**src/rtl/demux_router_pkg.sv**
```systemverilog
// Shared constants for the demux_router slice: route-select polarity,
// per-slot state encoding, default widths and the slot-free helper.
package demux_router_pkg;

  localparam int DEF_WIDTH = 32;
  localparam int DEF_CNT_W = 16;

  // Select polarity matches the team MUX: select high picks port 0.
  localparam logic PORT0_SEL = 1'b1;
  localparam logic PORT1_SEL = 1'b0;

  // One-entry slot state encoding.
  localparam logic [0:0] SLOT_EMPTY = 1'b0;
  localparam logic [0:0] SLOT_FULL  = 1'b1;

  // A slot can take a new word if it is empty or is being drained this cycle.
  function automatic logic slot_free(input logic valid, input logic ready);
    return !valid || ready;
  endfunction

endpackage

```
**src/rtl/demux_out_slot.sv**
```systemverilog
// One-entry output holding slot with valid/ready handshake.
// Optional saturating delivery counter when DEMUX_STATS_EN is defined.
module demux_out_slot
  import demux_router_pkg::*;
#(
  parameter int WIDTH = DEF_WIDTH
`ifdef DEMUX_STATS_EN
  ,
  parameter int CNT_W = DEF_CNT_W
`endif
) (
  input  logic             clk,
  input  logic             rst,
  input  logic             i_load,
  input  logic [WIDTH-1:0] i_data,
  output logic             o_free,
  output logic             o_valid,
  input  logic             i_ready,
  output logic [WIDTH-1:0] o_data
`ifdef DEMUX_STATS_EN
  ,
  output logic [CNT_W-1:0] o_cnt
`endif
);

  logic [0:0]       r_state;
  logic [WIDTH-1:0] r_data;
  logic             w_drain;

  assign o_valid = (r_state == SLOT_FULL);
  assign o_data  = r_data;
  assign o_free  = slot_free(o_valid, i_ready);
  assign w_drain = o_valid && i_ready;

  // Slot state: load wins over drain, so drain+load keeps the slot FULL.
  // NOTE: sequential state uses non-blocking (<=) so every register samples
  // pre-edge values, independent of block evaluation order.
  always_ff @(posedge clk or posedge rst) begin
    if (rst) begin
      r_state <= SLOT_EMPTY;
    end else if (i_load) begin
      r_state <= SLOT_FULL;
    end else if (w_drain) begin
      r_state <= SLOT_EMPTY;
    end
  end

  // Data register: captures the routed word on load, otherwise holds stable.
  // NOTE: this is a single register, not a memory, so it is reset to give a
  // defined all-zero output after reset rather than stale data.
  always_ff @(posedge clk or posedge rst) begin
    if (rst) begin
      r_data <= '0;
    end else if (i_load) begin
      r_data <= i_data;
    end
  end

`ifdef DEMUX_STATS_EN
  logic [CNT_W-1:0] r_cnt;

  assign o_cnt = r_cnt;

  // Delivery counter: counts output transfers, saturates at all-ones.
  always_ff @(posedge clk or posedge rst) begin
    if (rst) begin
      r_cnt <= '0;
    end else if (w_drain && (r_cnt != {CNT_W{1'b1}})) begin
      r_cnt <= r_cnt + CNT_W'(1);
    end
  end
`endif

endmodule

```
**src/rtl/demux_router.sv**
```systemverilog
// Registered 1-to-2 demultiplexer: steers each accepted input word to
// output port 0 (in_sel=1) or port 1 (in_sel=0), each with a one-entry slot.
// Optional feature macro: DEMUX_STATS_EN adds per-port delivery counters.
module demux_router
  import demux_router_pkg::*;
#(
  parameter int WIDTH = DEF_WIDTH,
  parameter int CNT_W = DEF_CNT_W
) (
  input  logic             clk,
  input  logic             rst,
  input  logic             in_valid,
  output logic             in_ready,
  input  logic [WIDTH-1:0] in_data,
  input  logic             in_sel,
  output logic             out0_valid,
  input  logic             out0_ready,
  output logic [WIDTH-1:0] out0_data,
  output logic             out1_valid,
  input  logic             out1_ready,
  output logic [WIDTH-1:0] out1_data
`ifdef DEMUX_STATS_EN
  ,
  output logic [CNT_W-1:0] cnt0,
  output logic [CNT_W-1:0] cnt1
`endif
);

  logic w_to_port0;
  logic w_free0;
  logic w_free1;
  logic w_accept;
  logic w_load0;
  logic w_load1;

  // Select decode and input handshake. in_ready depends only on the target
  // slot, so a stalled target blocks the input even if the other port is free.
  assign w_to_port0 = (in_sel == PORT0_SEL);
  assign in_ready   = w_to_port0 ? w_free0 : w_free1;
  assign w_accept   = in_valid && in_ready;
  assign w_load0    = w_accept && w_to_port0;
  assign w_load1    = w_accept && !w_to_port0;

  demux_out_slot #(
    .WIDTH (WIDTH)
`ifdef DEMUX_STATS_EN
    ,
    .CNT_W (CNT_W)
`endif
  ) u_slot0 (
    .clk     (clk),
    .rst     (rst),
    .i_load  (w_load0),
    .i_data  (in_data),
    .o_free  (w_free0),
    .o_valid (out0_valid),
    .i_ready (out0_ready),
    .o_data  (out0_data)
`ifdef DEMUX_STATS_EN
    ,
    .o_cnt   (cnt0)
`endif
  );

  demux_out_slot #(
    .WIDTH (WIDTH)
`ifdef DEMUX_STATS_EN
    ,
    .CNT_W (CNT_W)
`endif
  ) u_slot1 (
    .clk     (clk),
    .rst     (rst),
    .i_load  (w_load1),
    .i_data  (in_data),
    .o_free  (w_free1),
    .o_valid (out1_valid),
    .i_ready (out1_ready),
    .o_data  (out1_data)
`ifdef DEMUX_STATS_EN
    ,
    .o_cnt   (cnt1)
`endif
  );

endmodule

```
**config.mk**
```make
export PLATFORM = sky130hd
export DESIGN_NAME = demux_router
export DESIGN_NICKNAME = d
export VERILOG_FILES = /design/src/rtl/demux_router_pkg.sv /design/src/rtl/demux_out_slot.sv /design/src/rtl/demux_router.sv
export SDC_FILE = /design/constraint.sdc
export NUM_CORES = 1
export LEC_CHECK = 0
export CORE_AREA = 3 3 86 104
export CTS_CLUSTER_DIAMETER = 40
export CTS_CLUSTER_SIZE = 10
export DETAILED_ROUTE_END_ITERATION = 6
export DIE_AREA = 0 0 89 107
export DONT_BUFFER_PORTS = 1
export GPL_ROUTABILITY_DRIVEN = 0
export PLACE_DENSITY = 0.57
export SYNTH_ARGS = -nofsm -noshare
export SYNTH_HDL_FRONTEND = slang
export SYNTH_HIERARCHICAL = 1
export SYNTH_SLANG_ARGS = --single-unit
export TNS_END_PERCENT = 5
```
**constraint.sdc**
```tcl
create_clock -name clk -period 4.1 [get_ports clk]
set_clock_uncertainty 0.15 [all_clocks]
set_input_delay 0.615 -clock clk [delete_from_list [all_inputs] [get_ports clk]]
set_output_delay 0.615 -clock clk [all_outputs]
set_load 0.1 [all_outputs]
```
**Yosys cells after proc, flatten, opt, wreduce, memory -nomap -nowiden**

Index checks and enable logic that the tools add are counted.

- Input port bits: 38
- Register bits: 66
- Output and inout port bits: 67

- Mux-type cells: 5
- Reductions and logical operators: 12

Operators by type and width:

| kind | number |
|---|---|
| logical AND 1 bit | 5 |
| two-way mux 1 bit | 5 |
| nonzero test 2 bit | 2 |
| zero test 1 bit | 3 |
| logical OR 1 bit | 2 |

**Logic depth before layout (Yosys ltp)**

Gate-level depths: netlist of the first run.

- Word-level depth: 6
- Gate-level depth with buffers: 5
- Depth with buffers taken out: 3

**Modules after synthesis**

The synthesis of the first run kept the hierarchy.

By module, submodules not included:

| module | area each (sq um) | seq. area each (sq um) | cells an instance | times used |
|---|---|---|---|---|
| demux_out_slot | 1382.6 | 825.8 | 72 | 2 |
| demux_router | 32.5 | 0.0 | 3 | 1 |

**Worst setup path before layout of the first run**

OpenSTA, ideal clock, no wires.

- Kind: register to output
- Start: reg u_slot1.r_state (netlist: u_slot1/o_valid)
- End: out in_ready
- Slack: 1.827 ns
- Buffers on the path: 0
- Arrival time: 1.508 ns
- Stages on the path, launching flop included: 3
- Required time: 3.335 ns
- Path through: dfrtp_1 nand2b_1 mux2_4

- Cells in the longest elaborated chain, start to end: 3

Ends and longest elaborated chain:

| element | line | source |
|---|---|---|
| from (decl) | demux_out_slot.sv:26 | `logic [0:0] r_state;` |
| from (signal assigned) | demux_out_slot.sv:40 | `r_state <= SLOT_EMPTY;` |
| from (signal assigned) | demux_out_slot.sv:42 | `r_state <= SLOT_FULL;` |
| from (signal assigned) | demux_out_slot.sv:44 | `r_state <= SLOT_EMPTY;` |
| zero test 1 bit | demux_router_pkg.sv:18 | `return !valid \|\| ready;` |
| logical OR 1 bit | demux_router_pkg.sv:18 |  |
| net w_free1 | demux_router.sv:31 | `logic w_free1;` |
| two-way mux 1 bit | demux_router.sv:39 | `assign in_ready = w_to_port0 ? w_free0 : w_free1;` |
| to (decl) | demux_router.sv:13 | `output logic in_ready,` |

The timed path passes the listed nets, and every way through them passes these cells.

**Worst setup path in the final report of the first run**

Ends and elaborated chain as after synthesis.

==> results of run 1 <==
[kinds of logic (layout without fill, tap and decap cells)]
family                 after synthesis  count (layout)  synth area share
AND/OR/NAND/NOR                      6               6            0.0152
flip-flops                          66              66             0.590
multiplexers                        65              65             0.341
buffers and inverters               10              20            0.0537
[path summary, 6_finish.rpt]
path	startpoint	endpoint	slack (ns)	cells past startpoint
setup / recovery	u_slot1/o_valid$_DFFE_PP0P_	in_ready	1.38	2
hold / removal	rst	u_slot1/o_data[23]$_DFFE_PP0P_	0.12	2
setup reg to reg	u_slot1/o_valid$_DFFE_PP0P_	u_slot1/o_data[9]$_DFFE_PP0P_	1.41	3
hold reg to reg	u_slot0/o_valid$_DFFE_PP0P_	u_slot0/o_valid$_DFFE_PP0P_	0.98	2
max in group asynchronous	rst	u_slot0/o_data[0]$_DFFE_PP0P_	3.36	2
min in group clk	in_data[19]	u_slot0/o_data[19]$_DFFE_PP0P_	0.27	1
[metrics by stage]
| step | std cells | utilization | setup WS (ns) |
|---|---|---|---|
| global route | 252 | 0.373 | 1.30 |
| floorplan | 147 | - | 1.83 |
| global placement | 236 | 0.346 | 1.46 |
| finish | 252 | 0.373 | 1.38 |
| CTS | 252 | 0.373 | 1.33 |
| detailed placement | 236 | 0.346 | 1.39 |
[power by group]
part	leakage (nW)	internal (mW)	total (mW)	switching [mW]
registers	0.777	0.748	1.74	0.994
clock network	0.105	0.341	0.590	0.249
logic	0.501	0.168	0.243	0.0751
[cell usage in the layout (no fill, tap or decap)]
cell type	n
clkinvlp_4	2
inv_1	2
dfrtp_1	66
and3b_2	1
buf_4	2
mux2_4	59
bufinv_16	2
mux2_2	6
clkbuf_8	9
clkinv_2	2
and3_2	1
clkinv_4	1
nand2b_1	4
[registers in the layout (all words and copies together) (netlist names)]
| register | flops |
|---|---|
| u_slot0/o_data | 32 |
| u_slot0/o_valid | 1 |
| u_slot1/o_data | 32 |
| u_slot1/o_valid | 1 |
[cell type report]
cell class              instances  area [um2]  share of cell area
repair buffers                  2        15.0             0.00499
clock inverters                 7        93.8              0.0312
well taps                      95         119              0.0395
clock buffers                   9         124              0.0412
flip-flops and latches         66        1650               0.549
inverters                       2        7.51             0.00250
multi-input cells              71         996               0.331
[per-layer routing]
metal / wire [um] / global-route usage / up-vias
li1: - / - / 515
met1: 2120 / 0.140 / 664
met2: 2870 / 0.200 / 72
met3: 478 / 0.0523 / 7
met4: 76 / 0.0447 / 0
met5: 0 / 0 / -
[critical path: cells and delay by family, from the launching register on]
kind             cells  cell delay (ns)
DFF                  1             0.96
muxes                1             0.46
and+or+nand+nor      1             0.21
==> impl_metrics.ini, run 1 <==
[detailed_routing]
avgRoutedWirePerCell_um = 22.0
postRouteAntennaNets = 0
drt_iter0_markers = 44
viasPerCell = 4.99
drc = 0
via_count = 1258
drt-total-wl_mm = 5.54
first_pass_iters = 4

[floorplanning]
fp.coreArea_mm2 = 0.00806
initial_core_util = 0.347
dieArea_mm2 = 0.00952
die_h_um = 107
rows = 36
ioPinCount = 105
die_w_um = 89

[synth]
synthCells = 147
synth_commonest_cells = dfrtp_1, mux2_4, buf_12, mux2_2, nand2b_1
synth_cell_type_count = 9
syn_area_per_cell_um2 = 19.0
yosys.cell_count.top_type = dfrtp_1
yosysTopAreaCell = dfrtp_1
syn_nets = 185
syn_area_mm2 = 0.00280
synth_enable_flop_cells = 0
synth_top_area_frac = 0.590
synth-seq-area-share = 0.590
async_flop_share = 1.00
yosys_warnings = 6
synth_top_flop_cell = dfrtp_1
synth_area_leaders = dfrtp_1, mux2_4, buf_12, mux2_2, nand2b_1
ys_seq_elements = 66

[timing]
timing.slew.headroom = 0.259
hold_viol = 0
slew_viol_final = 0
tightest_slew_ns = 1.11
max_freq_mhz = 368
tns_ns = 0
fin_crit_sh = 0.663
period_minus_slack_ns = 2.72
setup_viol = 0
grt_setup_unrepaired = false
hold_ws_ns = 0.118

[global_route]
grt.overflow.total = 0
grt_max_degree = 34
grt.total_usage = 0.122
antenna_found_initial = 0
grt_pass1_vias = 1534
grt_pass1_wl_mm = 8.60

[critical_path]
crit_chain = nand2b_1 -> mux2_4
cp.required_ns = 3.34
critPathSlowestCell = dfrtp_1
worstPathArrival_ns = 1.95
crit_type = reg -> out
cp_max_fo = 3
cp-end-kind = output pin
max_stage_delay_ns = 0.96
setup.worst_path.start_class = flip-flop

[placed_design]
dp_hpwl_mm = 3.80
placed_cell_area_mm2 = 0.00279
portBuffers = 0

[power]
power.density_mw_per_mm2 = 856
p_total_mw = 2.58
max-vdd-ir-drop_v = 0.000340
leakage_nw = 1.38

[run]
max-cap-violations = 0

[layout]
drive_above_1_share = 0.541
nets = 190
diodes = 0
n_fill_cell = 736
final_area_mm2 = 0.00301
area_delta_synth_final_pct = 7.47

[status]
status = finished clean

[clocking]
cts_tree = built
clk_latency_ns = 0.32
cts-htree-levels = 3
clk_pin_slew_ns = 0.08
cts-resized-gates = 0
cts_sinks = 66
cts-buffers-inserted = 9
post_cts_buffers = 0
cts_buffer_depth = 2
clockRootBuffer = clkbuf_8
postCtsHoldBufs = 0

[worst_hold_path]
hold_path_class = in -> async
(Power assumes the default switching activity.)
==> inputs of run 2 (changes only) <==
==> constraint.sdc (replaced) <==
create_clock -name clk -period 2.8 [get_ports clk]
set_clock_uncertainty 0.15 [all_clocks]
set_input_delay 0.42 -clock clk [delete_from_list [all_inputs] [get_ports clk]]
set_output_delay 0.42 -clock clk [all_outputs]
set_load 0.1 [all_outputs]
==> impl_metrics.ini, run 2 (same netlist as run 1, synthesis figures left out) <==
[placed_design]
dp_slack_ns = 0.810
portBuffers = 0
dp_hpwl_mm = 4.19

[critical_path]
setup.worst_path.start_class = flip-flop
critPathSlowestCell = and3_2
crit_type = reg -> reg
cp.required_ns = 2.86
cp_num_buf_inv = 1
max_stage_delay_ns = 0.57
reg2reg_slack_ns = 0.86
worstPathArrival_ns = 2.00
crit_chain = nand2b_1 -> and3_2 -> buf_12 -> mux2_4
critical-path-top-delay-family = simple AND/OR/NAND/NOR gates
cp-end-kind = flip-flop
cp_max_fo = 18

[detailed_routing]
drt-total-wl_mm = 5.84
drc = 0
viasPerCell = 4.98
drt_iter0_markers = 35
postRouteAntennaNets = 0
via_count = 1281
first_pass_iters = 4
avgRoutedWirePerCell_um = 22.7

[power]
power.density_mw_per_mm2 = 1230
p_total_mw = 3.78
max-vdd-ir-drop_v = 0.000503
leakage_nw = 1.41

[status]
status = finished clean

[clocking]
cts_buffer_depth = 2
cts-buffers-inserted = 9
cts_tree = built
cts-htree-levels = 3
clockRootBuffer = clkbuf_8
post_cts_buffers = 0
clk_pin_slew_ns = 0.07
cts_sinks = 66
cts-resized-gates = 0
clk_latency_ns = 0.33

[layout]
final_cell_mix = dfrtp_1, mux2_4, clkbuf_8
layout_commonest_cell = dfrtp_1
n_fill_cell = 713
seq_area_mm2 = 0.00165
diodes = 0
area_delta_synth_final_pct = 9.79
nets = 195
multi_input_area_um2 = 996
drive_above_1_share = 0.549

[timing]
max_freq_mhz = 516
timing.slew.headroom = 0.374
period_minus_slack_ns = 1.94
grt_setup_unrepaired = false
fin_crit_sh = 0.692
hold_viol = 0
slew_viol_final = 0
tightest_slew_ns = 0.938
setup_viol = 0
worst_slack_ns = 0.863
tns_ns = 0

[floorplanning]
die_h_um = 107
rows = 36
die_w_um = 89
ioPinCount = 105
fp.coreArea_mm2 = 0.00806
initial_core_util = 0.347
dieArea_mm2 = 0.00952

[global_route]
grt.overflow.total = 0
grt.total_usage = 0.130
grt_pass1_vias = 1570
grt_pass1_wl_mm = 9.04
antenna_found_initial = 0
grt_max_degree = 20

[worst_hold_path]
hold_path_class = in -> reg

[run]
max-cap-violations = 0
[run 2: repair_timing]
item | 4_1_cts | 5_1_grt
endpoints found under the hold margin | 32 | 0
setup endpoints to repair | 0 | 0
hold buffers | 1 | 0
[run 2: worst paths after layout]
check	start	end	depth (start not counted)
setup / recovery	u_slot0/o_valid$_DFFE_PP0P_	u_slot0/o_data[31]$_DFFE_PP0P_	4
hold / removal	in_data[23]	u_slot0/o_data[23]$_DFFE_PP0P_	1
setup reg to reg	u_slot0/o_valid$_DFFE_PP0P_	u_slot0/o_data[31]$_DFFE_PP0P_	4
hold reg to reg	u_slot0/o_valid$_DFFE_PP0P_	u_slot0/o_valid$_DFFE_PP0P_	2
max in group asynchronous	rst	u_slot1/o_data[0]$_DFFE_PP0P_	3
min in group asynchronous	rst	u_slot0/o_data[1]$_DFFE_PP0P_	2
[run 2: cell type report]
type                            count  share of cell area
Sequential cell                    66               0.538
Multi-Input combinational cell     71               0.324
Clock buffer                        9              0.0403
Tap cell                           95              0.0387
Clock inverter                      7              0.0305
Timing Repair Buffer                7              0.0261
Inverter                            2             0.00244
[run 2: layer usage]
| metal | global-route usage | part of all wire | vias to the layer above |
|---|---|---|---|
| li1 | - | - | 531 |
| met2 | 0.206 | 0.50 | 83 |
| met3 | 0.0492 | 0.099 | 14 |
| met1 | 0.148 | 0.37 | 653 |
| met4 | 0.0734 | 0.030 | 0 |
| met5 | 0 | 0 | - |
[run 2: where the power goes]
part	leakage, nW	internal (mW)	switching (mW)
clock	0.105	0.499	0.364
combinational	0.532	0.253	0.137
sequential	0.777	1.10	1.43
[run 2: metrics by stage]
stage | std cells | utilization | hold WS [ns] | instance area, um2
after CTS | 257 | 0.381 | 0.0526 | 3070
after floorplan | 147 | - | 0.399 | 2800
final | 257 | 0.381 | 0.0756 | 3070
after detailed placement | 240 | 0.353 | 0.319 | 2840
after global placement | 240 | 0.353 | 0.284 | 2840
after global routing | 257 | 0.381 | 0.0503 | 3070
